## src/rtl/traffic_phase_scheduler_if.sv

```systemverilog
// Sensor inputs, light outputs and status of the three-approach intersection.
interface traffic_phase_scheduler_if;
    logic       ew_str_sensor;
    logic       ew_left_sensor;
    logic       ns_sensor;
    logic [1:0] ew_str_light;
    logic [1:0] ew_left_light;
    logic [1:0] ns_light;
    logic [1:0] phase;
    logic       busy;

    // Environment side: drives sensors, observes lights and status.
    modport master (
        output ew_str_sensor, ew_left_sensor, ns_sensor,
        input  ew_str_light, ew_left_light, ns_light, phase, busy
    );

    // Scheduler side.
    modport slave (
        input  ew_str_sensor, ew_left_sensor, ns_sensor,
        output ew_str_light, ew_left_light, ns_light, phase, busy
    );
endinterface

```

## src/rtl/traffic_phase_scheduler.sv

```systemverilog
// Round-robin phase scheduler: one approach green at a time, min/max green,
// fixed yellow, minimum all-red clearance, no starvation of waiting approaches.
module traffic_phase_scheduler #(
    parameter int GREEN_MIN  = 5,
    parameter int GREEN_MAX  = 10,
    parameter int YELLOW_CYC = 2,
    parameter int ALLRED_CYC = 1
) (
    input  logic                      clk,
    input  logic                      reset,   // asynchronous, active-low
    traffic_phase_scheduler_if.slave  bus
);
    localparam int CW = $clog2(GREEN_MAX + 1);

    localparam logic [1:0] ST_ALLRED = 2'd0;
    localparam logic [1:0] ST_GREEN  = 2'd1;
    localparam logic [1:0] ST_YELLOW = 2'd2;

    // Approach codes double as the phase output encoding.
    localparam logic [1:0] AP_NONE    = 2'd0;
    localparam logic [1:0] AP_NS      = 2'd3;

    localparam logic [1:0] COL_RED    = 2'd0;
    localparam logic [1:0] COL_YELLOW = 2'd1;
    localparam logic [1:0] COL_GREEN  = 2'd2;

    localparam logic [CW-1:0] GMIN_LAST = CW'(GREEN_MIN - 1);
    localparam logic [CW-1:0] GMAX_LAST = CW'(GREEN_MAX - 1);
    localparam logic [CW-1:0] YEL_LAST  = CW'(YELLOW_CYC - 1);
    localparam logic [CW-1:0] AR_LAST   = CW'(ALLRED_CYC - 1);

    logic [1:0]    state_q, state_d;
    logic [CW-1:0] cnt_q,   cnt_d;
    logic [1:0]    sel_q,   sel_d;
    logic [1:0]    last_q,  last_d;
    logic [1:0]    phase_q, phase_d;
    logic          busy_q,  busy_d;
    logic [1:0]    color_d;
    logic [1:0]    light_q [1:3];
    logic [1:0]    light_d [1:3];

    // Requests indexed by approach code; bit 0 (no approach) is never set.
    logic [3:0] req;
    logic       any_req, own_req, other_req;
    logic [1:0] cand1, cand2, pick;

    assign req       = {bus.ns_sensor, bus.ew_left_sensor, bus.ew_str_sensor, 1'b0};
    assign any_req   = |req;
    assign own_req   = req[sel_q];
    assign other_req = |(req & ~(4'b0001 << sel_q));

    // Round-robin: first requester strictly after last, last itself only if alone.
    always_comb begin
        cand1 = (last_q == AP_NS) ? 2'd1 : last_q + 2'd1;
        cand2 = (cand1 == AP_NS) ? 2'd1 : cand1 + 2'd1;
        if (req[cand1])
            pick = cand1;
        else if (req[cand2])
            pick = cand2;
        else
            pick = last_q;
    end

    // Phase sequencing and cycle counting.
    always_comb begin
        state_d = state_q;
        cnt_d   = cnt_q;
        sel_d   = sel_q;
        last_d  = last_q;
        case (state_q)
            ST_ALLRED: begin
                if (cnt_q == AR_LAST && any_req) begin
                    state_d = ST_GREEN;
                    sel_d   = pick;
                    cnt_d   = '0;
                end else if (cnt_q != AR_LAST) begin
                    cnt_d = cnt_q + CW'(1);
                end
            end
            ST_GREEN: begin
                if (cnt_q >= GMIN_LAST &&
                    (!own_req || (cnt_q >= GMAX_LAST && other_req))) begin
                    state_d = ST_YELLOW;
                    cnt_d   = '0;
                end else if (cnt_q != GMAX_LAST) begin
                    cnt_d = cnt_q + CW'(1);
                end
            end
            ST_YELLOW: begin
                if (cnt_q == YEL_LAST) begin
                    state_d = ST_ALLRED;
                    cnt_d   = '0;
                    last_d  = sel_q;
                    sel_d   = AP_NONE;
                end else begin
                    cnt_d = cnt_q + CW'(1);
                end
            end
            default: begin
                state_d = ST_ALLRED;
                cnt_d   = '0;
                sel_d   = AP_NONE;
            end
        endcase
    end

    // Output values for the next cycle, derived from the next state.
    always_comb begin
        color_d = COL_RED;
        if (state_d == ST_GREEN)
            color_d = COL_GREEN;
        else if (state_d == ST_YELLOW)
            color_d = COL_YELLOW;
        phase_d = (state_d == ST_ALLRED) ? AP_NONE : sel_d;
        busy_d  = (state_d != ST_ALLRED);
    end

    // Only the selected approach may show a non-red color.
    for (genvar gi = 1; gi <= 3; gi++) begin : g_light
        assign light_d[gi] = (sel_d == 2'(gi)) ? color_d : COL_RED;
    end

    // State and registered outputs; reset forces all-red idle immediately.
    always_ff @(posedge clk or negedge reset) begin
        if (!reset) begin
            state_q    <= ST_ALLRED;
            cnt_q      <= '0;
            sel_q      <= AP_NONE;
            last_q     <= AP_NS;
            phase_q    <= AP_NONE;
            busy_q     <= 1'b0;
            light_q[1] <= COL_RED;
            light_q[2] <= COL_RED;
            light_q[3] <= COL_RED;
        end else begin
            state_q    <= state_d;
            cnt_q      <= cnt_d;
            sel_q      <= sel_d;
            last_q     <= last_d;
            phase_q    <= phase_d;
            busy_q     <= busy_d;
            light_q[1] <= light_d[1];
            light_q[2] <= light_d[2];
            light_q[3] <= light_d[3];
        end
    end

    assign bus.ew_str_light  = light_q[1];
    assign bus.ew_left_light = light_q[2];
    assign bus.ns_light      = light_q[3];
    assign bus.phase         = phase_q;
    assign bus.busy          = busy_q;
endmodule

```

## src/flat_wrapper.sv

```systemverilog
// flat-port wrapper written by rule: the top's interface ports become plain ports
module traffic_phase_scheduler_flat 
#(
    parameter int GREEN_MIN  = 5,
    parameter int GREEN_MAX  = 10,
    parameter int YELLOW_CYC = 2,
    parameter int ALLRED_CYC = 1
)
  (clk, reset, bus_ew_str_sensor, bus_ew_left_sensor, bus_ns_sensor, bus_ew_str_light, bus_ew_left_light, bus_ns_light, bus_phase, bus_busy);
  traffic_phase_scheduler_if bus_i ();
  input  logic clk;
  input  logic reset;
  input wire logic [$bits(bus_i.ew_str_sensor)-1:0] bus_ew_str_sensor;
  input wire logic [$bits(bus_i.ew_left_sensor)-1:0] bus_ew_left_sensor;
  input wire logic [$bits(bus_i.ns_sensor)-1:0] bus_ns_sensor;
  output wire logic [$bits(bus_i.ew_str_light)-1:0] bus_ew_str_light;
  output wire logic [$bits(bus_i.ew_left_light)-1:0] bus_ew_left_light;
  output wire logic [$bits(bus_i.ns_light)-1:0] bus_ns_light;
  output wire logic [$bits(bus_i.phase)-1:0] bus_phase;
  output wire logic [$bits(bus_i.busy)-1:0] bus_busy;
  assign bus_i.ew_str_sensor = bus_ew_str_sensor;
  assign bus_i.ew_left_sensor = bus_ew_left_sensor;
  assign bus_i.ns_sensor = bus_ns_sensor;
  assign bus_ew_str_light = bus_i.ew_str_light;
  assign bus_ew_left_light = bus_i.ew_left_light;
  assign bus_ns_light = bus_i.ns_light;
  assign bus_phase = bus_i.phase;
  assign bus_busy = bus_i.busy;
  traffic_phase_scheduler #(.GREEN_MIN(GREEN_MIN), .GREEN_MAX(GREEN_MAX), .YELLOW_CYC(YELLOW_CYC), .ALLRED_CYC(ALLRED_CYC)) u_core (.clk(clk), .reset(reset), .bus(bus_i));
endmodule
```

## config.mk

```make
export PLATFORM = sky130hd
export DESIGN_NAME = traffic_phase_scheduler_flat
export DESIGN_NICKNAME = d
export VERILOG_FILES = /design/src/rtl/traffic_phase_scheduler_if.sv /design/src/rtl/traffic_phase_scheduler.sv /design/src/flat_wrapper.sv
export SDC_FILE = /design/constraint.sdc
export NUM_CORES = 1
export LEC_CHECK = 0
export CAP_MARGIN = 20
export CORE_UTILIZATION = 55
export DETAILED_ROUTE_END_ITERATION = 16
export PLACE_DENSITY = 0.78
export REMOVE_ABC_BUFFERS = 1
export SKIP_LAST_GASP = 1
export SLEW_MARGIN = 20
export SYNTH_ARGS = -nofsm -noshare
export SYNTH_HDL_FRONTEND = slang
export SYNTH_SLANG_ARGS = --single-unit
```

## constraint.sdc

```tcl
create_clock -name clk -period 2.34 [get_ports clk]
set_input_delay 0.351 -clock clk [delete_from_list [all_inputs] [get_ports clk]]
set_output_delay 0.351 -clock clk [all_outputs]
set_load 0.01 [all_outputs]
```

==> metrics.yaml, run 1 <==
status: "complete, no violations"
antenna_found_initial: 0
async_reset_ff_share_pct: 100
grt_first_pass_wirelength_um: 3840
fp.dieH_um: 49.4
fmax_mhz: 456
setup_ws_ns: 0.145
io_pins: 14
drive_above_1_share_pct: 16.0
ir_drop_mv: 0.851
insertion_delay_ns: 0.28
netlist-cell-type-count: 45
hold_viol_final: 0
dieArea_um2: 2440
worstSetupEndpointType: "flop"
dr.pass1.iters: 4
drtAntennaViolNets: 0
multi_input_area_um2: 671
ys_warn_count: 0
switching_power_uw: 820
cts_hold_buffers: 0
finalSetupTns_ns: 0
r2r-start: "u_core.last_q[0]$_DFFE_PN1P_"
synthTopCellsByCount: "dfrtp_1, inv_1, nor2_1"
p_leak_uw: 0.000541
rsz0062_at_grt: "no"
vias: 875
core-area_um2: 2040
start_util_pct: 60.5
drc: 0
ys_top_cells_by_area: "dfrtp_1, ha_1, a32oi_4"
drv_cap: 0
nNetsFinal: 136
clk_pin_slew_worst_paths_ns: 0.10
cts_tree: "done"
sw_frac_of_total_pct: 44.1
relSlewSlack_pct: 47.8
wire_per_inst_um: 14.2
start_kind: "flop"
combPwrFrac_pct: 58.2
post-route-period-util_pct: 93.8
ys_ff_latch: 19
syn-instance-count: 113
reg2reg_slack_ns: 0.14
p_seq_share_pct: 33.4
numPortBuffers: 13
grt_pass1_vias: 890
min_period_ns: 2.20
path_max_fanout: 10
cts_buffers: 3
power_uw: 1860
seqCellArea_um2: 478
wirelength_um: 2150
fill_cells: 170
overflow: 0
synth_edf_count: 0
reg2reg_depth: 7
drv_slew: 0
root_buffer: "clkbuf_4"
drt_iter0_markers: 10
cts.sinks: 19
postSynthAreaPerCell_um2: 10.9
cp.arrival_ns: 2.39
die_w_um: 49.4
power.density_nw_per_um2: 1350
place_ws_ns: 0.0628
place.gp.congestion: 0.819
skew_ns: 0.00415
synth_ff_type: "dfrtp_1"
p_int_uw: 1040
grt_max_degree: 20
clkPwrFrac_pct: 8.4
synth_area_um2: 1230
antennaDiodeCount: 0
yosysMostFrequentCell: "dfrtp_1"
yosys.area.top_type: "dfrtp_1"
synth.yosys.seq_area_share_pct: 38.7
area_growth_pct: 11.4
r2r_end: "u_core.bus.ew_left_light[0]$_DFF_PN0_"
hold_path_class: "primary input to async pin"
postCtsSetupBuffers: 0
grt.total_usage_pct: 20.6
ctsResizeCount: 0
worst_slew_pin_slew_ns: 0.781
vias_per_cell: 5.76
path_class: "flop to flop"
max-clock-path-buffers: 2
hpwl_um: 1720
core.rowCount: 16
worstPathRequired_ns: 2.53
htreeDepth: 1
synth_top_area_share_pct: 34.4
setup_viol: 0
[worst max path at each step]
stage / startpoint / end / slack, ns / cells past startpoint
global placement: bus_ew_str_sensor / u_core.bus.ew_left_light[1]$_DFF_PN0_ / 0.13 / 6
floorplan: u_core.last_q[0]$_DFFE_PN1P_ / u_core.bus.ew_str_light[0]$_DFF_PN0_ / 0.40 / 7
detailed placement: bus_ew_str_sensor / u_core.bus.ew_left_light[0]$_DFF_PN0_ / 0.06 / 6
global route: u_core.last_q[0]$_DFFE_PN1P_ / u_core.bus.ew_left_light[0]$_DFF_PN0_ / 0.03 / 7
CTS: u_core.last_q[0]$_DFFE_PN1P_ / u_core.bus.ew_left_light[0]$_DFF_PN0_ / 0.15 / 7
finish: u_core.last_q[0]$_DFFE_PN1P_ / u_core.bus.ew_left_light[0]$_DFF_PN0_ / 0.14 / 7
[state kept, by name, summed over array words and instances, names as in the netlist, 2 cells and up]
name,count
u_core.bus.phase,2
u_core.cnt_q,4
u_core.bus.ns_light,2
u_core.state_q,2
u_core.sel_q,2
u_core.last_q,2
u_core.bus.ew_left_light,2
u_core.bus.ew_str_light,2
[cells in the final DEF (no fill, tap or decap), types with 3 or more instances in the layout]
| cell | count |
|---|---|
| dfrtp_1 | 17 |
| clkdlybuf4s50_1 | 13 |
| inv_1 | 10 |
| nor2_1 | 6 |
| nor2b_1 | 5 |
| nand2_1 | 5 |
| ha_1 | 5 |
| mux2i_1 | 4 |
| o21a_1 | 4 |
| nand3b_1 | 4 |
| nor3b_1 | 4 |
| o21ai_0 | 3 |
| mux2_2 | 3 |
| nor3_1 | 3 |
| clkbuf_4 | 3 |
[critical path: stages, from the launching register on]
cell and delay [ns]:
dfstp_2 0.56, inv_1 0.05, ha_1 0.41, nand2_1 0.08
o221ai_1 0.19, nand4_1 0.19, a32oi_4 0.36, nor3b_1 0.26
[per-stage QoR]
stage / hold WS [ns] / instances / instance area [um^2] / util [%]
after global placement: 0.531 / 148 / 1350 / 66.1
after floorplan: 0.0554 / 108 / 1190 / -
after global routing: 0.596 / 152 / 1380 / 67.4
final: 0.513 / 152 / 1380 / 67.4
after CTS: 0.541 / 152 / 1380 / 67.4
after detailed placement: 0.544 / 148 / 1350 / 66.1
[logic make-up (layout without fill, tap and decap cells)]
kind of cell / Yosys count / after routing / share of synthesized area [%]
xor+xnor: 2 / 2 / 1.42
compound gates: 26 / 26 / 20.1
buf+inv: 15 / 27 / 6.99
flops: 19 / 19 / 38.7
fa+ha+maj: 5 / 5 / 5.07
mux: 7 / 7 / 5.98
simple gates: 39 / 39 / 21.8
[power groups by stage]
stage          clock network, uW  logic (uW)  registers (uW)
2_1_floorplan                  0         810             618
3_3_place_gp                   0        1050             623
3_5_place_dp                   0        1090             630
4_1_cts                      162        1090             621
5_1_grt                      178        1200             644
6_report                     155        1080             622
[area by class of cell]
type | instances | share of cell area [%]
Clock buffer | 4 | 1.91
Inverter | 10 | 2.73
Multi-Input combinational cell | 79 | 48.7
Sequential cell | 19 | 34.7
Tap cell | 27 | 2.45
Timing Repair Buffer | 13 | 9.45
[routing by layer]
metal | wire [um] | GRT usage (%) | up-vias
li1 | - | - | 435
met1 | 975 | 26.3 | 422
met2 | 1010 | 33.6 | 16
met3 | 160 | 6.23 | 2
met4 | 9 | 6.19 | 0
met5 | 0 | 0 | -
No activity file was read; power rests on OpenSTA's default activity.
==> run 2, diff against run 1 <==
- CORE_MARGIN: unset -> 2
==> run 2 against run 1 <==
Against the previous run:
- register-to-register slack gained 0.02 ns
- sequential share of layout area down 0.063 points
- worst setup slack improved by 0.022 ns
- first-iteration DRC count increased by 90%
- critical path depth did not move
- maximum frequency rose by 1.0%
- die area up 8.3%
- routed wire length rose by 3.1%
- largest cell class unchanged
==> metrics.yaml, run 2 (same netlist as run 1, synthesis figures left out) <==
status: "complete, no violations"  # unchanged
skew_ns: 0.00180  # was 0.00415 ns
wirelength_um: 2220  # was 2150 um
critPathMaxStageDelay_ns: 0.57  # was 0.56 ns
placed_area_um2: 1350  # about the same
fmax_mhz: 460  # was 456 MHz
setup_viol: 0  # unchanged
crit_chain: "inv_1 -> ha_1 -> nor2b_1 -> o21a_1 -> o22ai_1 -> a32oi_4 -> nor3b_1"  # was inv_1 -> ha_1 -> nand2_1 -> o221ai_1 -> nand4_1 -> a32oi_4 -> nor3b_1
post-route-cell-area_um2: 1380  # about the same
cp.arrival_ns: 2.36  # was 2.39 ns
worst_slew_pin_slew_ns: 0.790  # was 0.781 ns
grt_first_pass_wirelength_um: 3930  # was 3840 um
crit_path_start: "u_core.last_q[0]$_DFFE_PN1P_"  # unchanged
drive_above_1_share_pct: 16.8  # was 16.0%
ir_drop_mv: 0.784  # was 0.851 mV
start_kind: "flop"  # unchanged
rsz0062_at_grt: "no"  # unchanged
hold_path_class: "primary input to async pin"  # unchanged
die_w_um: 51.4  # was 49.4 um
ctsResizeCount: 0  # unchanged
critical_path_depth: 7  # unchanged
worstPathRequired_ns: 2.53  # about the same
antennaDiodeCount: 0  # unchanged
max-clock-path-buffers: 2  # unchanged
power.density_nw_per_um2: 1350  # about the same
numPortBuffers: 13  # unchanged
r2r-start: "u_core.last_q[0]$_DFFE_PN1P_"  # unchanged
drv_slew: 0  # unchanged
nNetsFinal: 136  # unchanged
drv_cap: 0  # unchanged
cp_top_family: "compound AO/OA/AOI/OAI gates"  # was flip-flops
reg2reg_depth: 7  # unchanged
grt_pass1_vias: 850  # was 890
overflow: 0  # unchanged
grt_max_degree: 20  # unchanged
htreeDepth: 1  # unchanged
final_common_cell: "dfrtp_1"  # unchanged
cts_tree: "done"  # unchanged
vias_per_cell: 5.69  # was 5.76
min_period_ns: 2.17  # was 2.20 ns
start_util_pct: 56.9  # was 60.5%
multi_input_area_um2: 671  # unchanged
seqCellArea_um2: 478  # unchanged
largest_register_ffs: 4  # unchanged
drc: 0  # unchanged
fp.dieH_um: 51.4  # was 49.4 um
fill_cells: 187  # was 170
drtAntennaViolNets: 0  # unchanged
grt.total_usage_pct: 20.2  # was 20.6%
layout_common_cells: "dfrtp_1, clkdlybuf4s50_1, inv_1"  # unchanged
dr.pass1.iters: 4  # unchanged
core-area_um2: 2170  # was 2040 um^2
path_max_fanout: 10  # unchanged
worstSetupEndpointType: "flop"  # unchanged
wire_per_inst_um: 14.5  # was 14.2 um
post-route-period-util_pct: 92.9  # was 93.8%
cts_buffers: 3  # unchanged
registers.top_by_ff_count: "u_core.cnt_q"  # unchanged
insertion_delay_ns: 0.28  # about the same
relSlewSlack_pct: 47.2  # was 47.8%
hold_viol_final: 0  # unchanged
clk_pin_slew_worst_paths_ns: 0.10  # about the same
reg2reg_slack_ns: 0.17  # was 0.14 ns
core.rowCount: 17  # was 16
root_buffer: "clkbuf_4"  # unchanged
p_leak_uw: 0.000544  # was 0.000541 uW
place.gp.congestion: 0.862  # was 0.819
final_core_util_pct: 63.6  # was 67.4%
cts.sinks: 19  # unchanged
path_buf_inv: 1  # unchanged
postCtsSetupBuffers: 0  # unchanged
area_growth_pct: 11.7  # was 11.4%
dieArea_um2: 2640  # was 2440 um^2
drt_iter0_markers: 19  # was 10
cts_hold_buffers: 0  # unchanged
r2r_end: "u_core.bus.ew_str_light[1]$_DFF_PN0_"  # was u_core.bus.ew_left_light[0]$_DFF_PN0_
hpwl_um: 1750  # was 1720 um
crit_end: "u_core.bus.ew_str_light[1]$_DFF_PN0_"  # was u_core.bus.ew_left_light[0]$_DFF_PN0_
critPathSlowestCell: "dfstp_2"  # unchanged
vias: 871  # was 875
io_pins: 14  # unchanged
finalSetupTns_ns: 0  # unchanged
antenna_found_initial: 0  # unchanged
path_class: "flop to flop"  # unchanged
-- run 2: cell types whose count changed in the layout (fill, tap and decap cells not counted), sizes merged --
cell / delta
clkbuf: -1
clkinv: +1
-- run 2: power by group --
part | switching, uW | internal (uW)
registers | 158 | 464
logic | 578 | 510
clock network | 90.0 | 63.4
-- run 2: cell type report --
type,count,area share (%)
Sequential cell,19,34.7
Multi-Input combinational cell,79,48.6
Tap cell,28,2.54
Timing Repair Buffer,13,9.44
Inverter,10,2.72
Clock inverter,1,0.363
Clock buffer,3,1.63
-- run 2: how the worst min path moves through the flow --
stage	end	slack [ns]	cells past startpoint
after global placement	u_core.cnt_q[1]$_DFFE_PN0P_	0.53	1
after detailed placement	u_core.cnt_q[1]$_DFFE_PN0P_	0.56	1
after global routing	u_core.bus.busy$_DFF_PN0_	0.57	1
final	u_core.bus.ns_light[0]$_DFF_PN0_	0.52	1
after floorplan	u_core.bus.busy$_DFF_PN0_	0.06	0
after CTS	u_core.bus.busy$_DFF_PN0_	0.53	1
-- run 2: per-layer routing --
layer	GRT usage, %	up-vias	part of all wire [%]
li1	-	433	-
met3	4.39	2	5.4
met1	26.8	414	46
met4	7.89	0	0.77
met5	0	-	0
met2	32.1	22	48
-- run 2: through the flow --
stage,cells,worst slack (ns),hold WS (ns),power [uW]
after CTS,153,0.148,0.529,1880
after detailed placement,149,0.0828,0.556,1720
after global placement,149,0.130,0.528,1670
after floorplan,108,0.398,0.0554,1430
after global routing,153,0.0294,0.569,2030
final,153,0.167,0.517,1860
